`config.mk`:
```
export PLATFORM = sky130hd
export DESIGN_NAME = gf163_reduce_flat
export DESIGN_NICKNAME = d
export VERILOG_FILES = /design/src/rtl/gf163_reduce_if.sv /design/src/rtl/gf163_reduce.sv /design/src/flat_wrapper.sv
export SDC_FILE = /design/constraint.sdc
export NUM_CORES = 2
export LEC_CHECK = 0
export CAP_MARGIN = 20
export CORE_MARGIN = 1
export CORE_UTILIZATION = 49
export DETAILED_ROUTE_END_ITERATION = 8
export PLACE_DENSITY = 0.77
export SYNTH_ARGS = -nofsm -noshare
export SYNTH_HDL_FRONTEND = slang
export SYNTH_SLANG_ARGS = --single-unit
```
`constraint.sdc`:
```
create_clock -name clk -period 1.49 [get_ports clk]
set_clock_uncertainty 0.05 [all_clocks]
set_input_delay 0.298 -clock clk [delete_from_list [all_inputs] [get_ports clk]]
set_output_delay 0.298 -clock clk [all_outputs]
set_load 0.02 [all_outputs]
```
`src/rtl/gf163_reduce_if.sv`:
```
// rtl/gf163_reduce_if.sv - Handshake bundle between a GF(2^163) product source and the reducer.
interface gf163_reduce_if;
    logic         in_valid;
    logic [324:0] in_data;
    logic         in_ready;
    logic         out_valid;
    logic [162:0] out_data;
    logic         out_ready;
    logic         busy;

    modport slave (
        input  in_valid,
        input  in_data,
        input  out_ready,
        output in_ready,
        output out_valid,
        output out_data,
        output busy
    );

    modport master (
        output in_valid,
        output in_data,
        output out_ready,
        input  in_ready,
        input  out_valid,
        input  out_data,
        input  busy
    );
endinterface

```
`src/rtl/gf163_reduce.sv`:
```
// rtl/gf163_reduce.sv - Two-step fold of a 325-bit GF(2) product modulo x^163 + x^7 + x^6 + x^3 + 1.
module gf163_reduce (
    input  logic          clk,
    input  logic          rst,
    gf163_reduce_if.slave bus
);

    typedef enum logic [1:0] {
        IDLE  = 2'd0,
        FOLD1 = 2'd1,
        FOLD2 = 2'd2,
        HOLD  = 2'd3
    } state_t;

    state_t       state_q;
    logic [324:0] p_q;
    logic [168:0] t_q;
    logic [162:0] out_data_q;
    logic         out_valid_q;
    logic         in_ready_q;
    logic         busy_q;

    logic [161:0] h1;
    logic [168:0] t_d;
    logic [5:0]   h2;
    logic [162:0] r_d;

    // x^163 == x^7 + x^6 + x^3 + 1, so each high part folds down as H * (1 + x^3 + x^6 + x^7).
    assign h1  = p_q[324:163];
    assign t_d = {6'b0, p_q[162:0]}
               ^ {7'b0, h1}
               ^ {4'b0, h1, 3'b0}
               ^ {1'b0, h1, 6'b0}
               ^ {h1, 7'b0};

    // The first fold leaves at most 6 bits above x^162; folding them once more tops out at x^12.
    assign h2  = t_q[168:163];
    assign r_d = t_q[162:0]
               ^ {157'b0, h2}
               ^ {154'b0, h2, 3'b0}
               ^ {151'b0, h2, 6'b0}
               ^ {150'b0, h2, 7'b0};

    always_ff @(posedge clk) begin
        if (rst) begin
            state_q     <= IDLE;
            p_q         <= '0;
            t_q         <= '0;
            out_data_q  <= '0;
            out_valid_q <= 1'b0;
            in_ready_q  <= 1'b1;
            busy_q      <= 1'b0;
        end else begin
            case (state_q)
                IDLE: begin
                    if (bus.in_valid) begin
                        p_q        <= bus.in_data;
                        state_q    <= FOLD1;
                        in_ready_q <= 1'b0;
                        busy_q     <= 1'b1;
                    end
                end
                FOLD1: begin
                    t_q     <= t_d;
                    state_q <= FOLD2;
                end
                FOLD2: begin
                    out_data_q  <= r_d;
                    out_valid_q <= 1'b1;
                    state_q     <= HOLD;
                end
                HOLD: begin
                    // out_data_q is left untouched so the last result stays visible after the handshake.
                    if (bus.out_ready) begin
                        out_valid_q <= 1'b0;
                        in_ready_q  <= 1'b1;
                        busy_q      <= 1'b0;
                        state_q     <= IDLE;
                    end
                end
                default: begin
                    out_valid_q <= 1'b0;
                    in_ready_q  <= 1'b1;
                    busy_q      <= 1'b0;
                    state_q     <= IDLE;
                end
            endcase
        end
    end

    assign bus.in_ready  = in_ready_q;
    assign bus.out_valid = out_valid_q;
    assign bus.out_data  = out_data_q;
    assign bus.busy      = busy_q;

endmodule
```
`src/flat_wrapper.sv`:
```
// flat-port wrapper written by rule: the top's interface ports become plain ports
module gf163_reduce_flat 
  (clk, rst, bus_in_valid, bus_in_data, bus_out_ready, bus_in_ready, bus_out_valid, bus_out_data, bus_busy);
  gf163_reduce_if bus_i ();
  input  logic clk;
  input  logic rst;
  input wire logic [$bits(bus_i.in_valid)-1:0] bus_in_valid;
  input wire logic [$bits(bus_i.in_data)-1:0] bus_in_data;
  input wire logic [$bits(bus_i.out_ready)-1:0] bus_out_ready;
  output wire logic [$bits(bus_i.in_ready)-1:0] bus_in_ready;
  output wire logic [$bits(bus_i.out_valid)-1:0] bus_out_valid;
  output wire logic [$bits(bus_i.out_data)-1:0] bus_out_data;
  output wire logic [$bits(bus_i.busy)-1:0] bus_busy;
  assign bus_i.in_valid = bus_in_valid;
  assign bus_i.in_data = bus_in_data;
  assign bus_i.out_ready = bus_out_ready;
  assign bus_in_ready = bus_i.in_ready;
  assign bus_out_valid = bus_i.out_valid;
  assign bus_out_data = bus_i.out_data;
  assign bus_busy = bus_i.busy;
  gf163_reduce u_core (.clk(clk), .rst(rst), .bus(bus_i));
endmodule
```
==> results by stage <==
Die:
- The die covers 0.0615 sq mm.
- The total core area is 0.0595 sq mm.
- The die is 248 um wide.
- The initial utilization of the core area, before any placement, comes to 49.9%.
- The die is 248 um tall.
- Row generation in the floorplan step produced 89 rows.
- The I/O pin total is 495.

Pwr:
- The leakage component of the power is 16.6 nW.
- The overall power consumption is 79.0 mW.
- Across the VDD grid, the largest voltage drop is 0.00108 V.
- The total power divided by cell area is 1860 mW/mm^2.

Routing:
- The first routing iteration left 2200 violations.
- Dividing the detail-routed wire length by the instance count gives 22.2 um.
- The count of nets left with antenna violations once routing finished came out at 0.
- In the routed design, unresolved DRC markers number 0.
- The first detailed-routing pass ran for 5 iterations.
- The post-detailed-routing wire length is 101 mm.
- The via density per instance is 5.75.
- Detailed routing inserted a total of 26200 vias.

Placed design:
- The HPWL after detailed placement is 60.8 mm.
- The weighted congestion at the end of routability-driven global placement is 0.877.
- At the placement stage, the worst setup path has a slack of -257 ps.
- Buffers placed on the I/O ports in this run total 494.

Setup path:
- Together, buffers and inverters on the worst path number 5.
- The critical path is of the reg2reg type.
- The worst setup path is launched from a flop.
- The worst setup path is captured at a flop.
- The data arrival time at the worst-slack endpoint is 2160 ps.
- The gate family responsible for the most delay along the worst path is buffers and inverters.
- The signal on the critical path passes through inv_6 > ha_4 > buf_6 > nand2_8 > buf_12 > buf_4 > buf_16 > nand2_1 > a21oi_1.
- The slowest cell on the critical path is sky130_fd_sc_hd__dfxtp_4.
- Data on the critical path is required at its endpoint by 1960 ps.
- The worst-path maximum fanout is 10.
- The largest single stage delay on the critical path is 390 ps.

CTS:
- The clock tree from TritonCTS is done.
- The TritonCTS buffer count is 73.
- The clock transition time at the flip-flop clock pins of the worst setup and hold paths is 60 ps.
- The tree built by TritonCTS fans out to 662 sinks.
- No sink is reached through more buffers than the 3 on the longest clock path.
- The level count of the clock H-tree is 3.
- The clock root buffer is sky130_fd_sc_hd__clkbuf_16.
- For the worst-skew pair, the clock arrives at the later sink with an insertion delay of 620 ps.

Logic synthesis:
- For this run, the number of Yosys warnings is 0.
- Sorting the synthesized cells by area gives the leading types as sky130_fd_sc_hd__dfxtp_1 45%, sky130_fd_sc_hd__xnor3_1 12%, sky130_fd_sc_hd__nand2_1 8.3%.
- Synthesis produced 3094 cells.
- The main combinational cell family by area after synthesis is simple AND/OR/NAND/NOR gates.
- The netlist area before placement is 0.0297 sq mm.
- Summing the areas of all xor and xnor instances in the mapped netlist gives 15.9% of the synthesized area.
- The arithmetic-cell share of the synthesized area counting full adders, half adders and majority gates is 0.211%.
- The synthesized netlist contains 30 unique library cells.
- Counting flops and latches in the post-synthesis netlist gives 662.
- The synthesized netlist devotes 10.7% of its cell area to compound gates.
- The library cell with the largest summed area after synthesis is sky130_fd_sc_hd__dfxtp_1.
- Of the post-synthesis cell area, the part taken by muxes is 5.50%.
- The average cell area after synthesis is 9.59 sq um.
- The proportion of synthesized chip area in sequential cells is 44.7%.
- Summing the areas of all and, or, nand and nor instances in the mapped netlist gives 19.1% of the synthesized area.
- When the netlist entered floorplanning its net count stood at 3428.
- Of the post-synthesis cell area, the dominant cell type holds 44.7%.

Timing:
- The final cycle utilization of the critical path is 113%.
- The count of endpoints failing hold in the final timing report came to 0.
- The total negative slack is -29600 ps.
- The achievable clock frequency is 592 MHz.
- The worst path setup slack after routing is -198 ps.
- Setup repair after global routing could not meet its margin everywhere.
- Hold is met by 87.1 ps.
- The transition time at the pin with the least slew margin is 552 ps.
- The setup violation total in the final timing report is 432.
- The final critical-path required period is 1690 ps.
- The number of max-slew violations in the final report is 0.
- Headroom to the max-slew limit came out at 63.1%.

Status:
- The checks that failed: negative setup slack.
- The flow ran to the end, but the final reports show violations.

Run:
- The count of max-cap constraint violations is 0.

Finish:
- The library cell used most frequently in the layout, excluding fill and tap cells, is sky130_fd_sc_hd__dfxtp_1.
- At the end of the flow, the number of nets in the layout was 4028.
- The share of final-layout standard cells stronger than drive strength 1 is 25.7%.
- In the layout the commonest cells are 609 x sky130_fd_sc_hd__dfxtp_1, 552 x sky130_fd_sc_hd__nand2_1, 327 x sky130_fd_sc_hd__clkdlybuf4s50_1.
- Relative to the synthesized area, the layout overhead comes to 43.1%.

GRT:
- The first global-routing pass estimated 140 mm of wire.
- The largest net degree at the start of global routing is 55.
- The via count of the first global-routing pass is 24900.
- The final global-route overflow total is 0.
- Across every metal layer, demand over resource in global routing totals 29.4%.
- The number of antenna violations at the first check in global routing is 24.

Worst hold path:
- The type of the worst min-delay path is in2reg.
-- final timing paths --
| path | end | startpoint | slack (ps) | depth (start not counted) |
|---|---|---|---|---|
| max | u_core.p_q[69] | u_core.state_q[0] | -200 | 9 |
| min | u_core.p_q[230] | rst | 90 | 3 |
| max reg2reg | u_core.p_q[69] | u_core.state_q[0] | -200 | 9 |
| min reg2reg | u_core.p_q[105] | u_core.p_q[105] | 410 | 2 |
-- cell type report --
class | instances | area, sq um
fillers | 4057 | 17000
multi-input cells | 2182 | 17000
flip-flops and latches | 662 | 13300
repair buffers | 772 | 8570
clock buffers | 107 | 2190
well taps | 773 | 967
clock inverters | 25 | 287
diodes | 23 | 57.6
inverters | 3 | 18.8
-- cells by family (layout without fill, tap and decap cells) --
group                      after synthesis  count (layout)
xor gates and xnor gates               275             275
and+or+nand+nor                       1234            1234
buffers and inverters                  250             907
other                                    0              23
muxes                                  163             163
adders and majority gates                5               5
DFF                                    662             662
AOI/OAI and AO/OA                      505             505
-- layer usage --
layer	part of all wire [%]	routed length, um	track usage (%)
met5	0.041	41	0
met4	6.0	6020	17.3
met3	7.5	7540	5.47
met2	48	48700	47.8
met1	38	38900	36.6
-- state kept, by name (all words and copies together), names as in the netlist --
register	count
u_core.bus.in_ready	1
u_core.state_q	2
u_core.p_q	325
u_core.t_q	169
u_core.bus.out_valid	1
u_core.bus.out_data	163
u_core.bus.busy	1
-- cell usage after synthesis --
master and number:
sky130_fd_sc_hd__nor2b_1 3, sky130_fd_sc_hd__nor3_1 1, sky130_fd_sc_hd__nand2b_1 158, sky130_fd_sc_hd__buf_2 134, sky130_fd_sc_hd__inv_1 3, sky130_fd_sc_hd__o21bai_1 3, sky130_fd_sc_hd__and2_1 1, sky130_fd_sc_hd__nor4_1 1
sky130_fd_sc_hd__ha_1 5, sky130_fd_sc_hd__xor2_1 86, sky130_fd_sc_hd__buf_6 2, sky130_fd_sc_hd__xor3_1 12, sky130_fd_sc_hd__xnor3_1 155, sky130_fd_sc_hd__a211oi_1 14, sky130_fd_sc_hd__nor2_1 177, sky130_fd_sc_hd__or3b_2 3
sky130_fd_sc_hd__dfxtp_1 662, sky130_fd_sc_hd__clkbuf_2 3, sky130_fd_sc_hd__o221ai_1 152, sky130_fd_sc_hd__buf_4 9, sky130_fd_sc_hd__nand3_1 156, sky130_fd_sc_hd__or3b_1 82, sky130_fd_sc_hd__mux2i_1 163, sky130_fd_sc_hd__xnor2_1 22
sky130_fd_sc_hd__nand2_1 652, sky130_fd_sc_hd__o21ai_0 2, sky130_fd_sc_hd__clkbuf_1 89, sky130_fd_sc_hd__o221ai_2 3, sky130_fd_sc_hd__buf_1 10, sky130_fd_sc_hd__a21oi_1 331
-- what timing repair did --
item,4_1_cts,5_1_grt
resized for setup,998,342
hold buffers,1,0
pin swaps,49,68
setup endpoints to repair,775,734
setup buffers,42,16
hold endpoints to repair,3,0
cloned,29,27
-- per-stage QoR --
stage / area [sq um] / cells / utilization (%)
2_1_floorplan: 29800 / 3094 / -
3_3_place_gp: 36400 / 4291 / 61.3
3_5_place_dp: 36400 / 4291 / 61.3
4_1_cts: 40400 / 4495 / 67.9
5_1_grt: 42400 / 4546 / 71.4
6_report: 42400 / 4547 / 71.4
-- where the power goes --
part | switching (mW) | internal [mW] | total, mW
registers | 3.92 | 21.6 | 25.5
clock network | 7.62 | 11.1 | 18.7
logic | 16.2 | 18.5 | 34.8
total | 27.8 | 51.2 | 79.0
-- worst register-to-register path, cell delays in order, from the launching register on --
cell and delay [ps]:
sky130_fd_sc_hd__dfxtp_4 390, sky130_fd_sc_hd__inv_6 50, sky130_fd_sc_hd__ha_4 160, sky130_fd_sc_hd__buf_6 120
sky130_fd_sc_hd__nand2_8 90, sky130_fd_sc_hd__buf_12 160, sky130_fd_sc_hd__buf_4 150, sky130_fd_sc_hd__buf_16 130
sky130_fd_sc_hd__nand2_1 90, sky130_fd_sc_hd__a21oi_1 220
(Power assumes the default switching activity.)
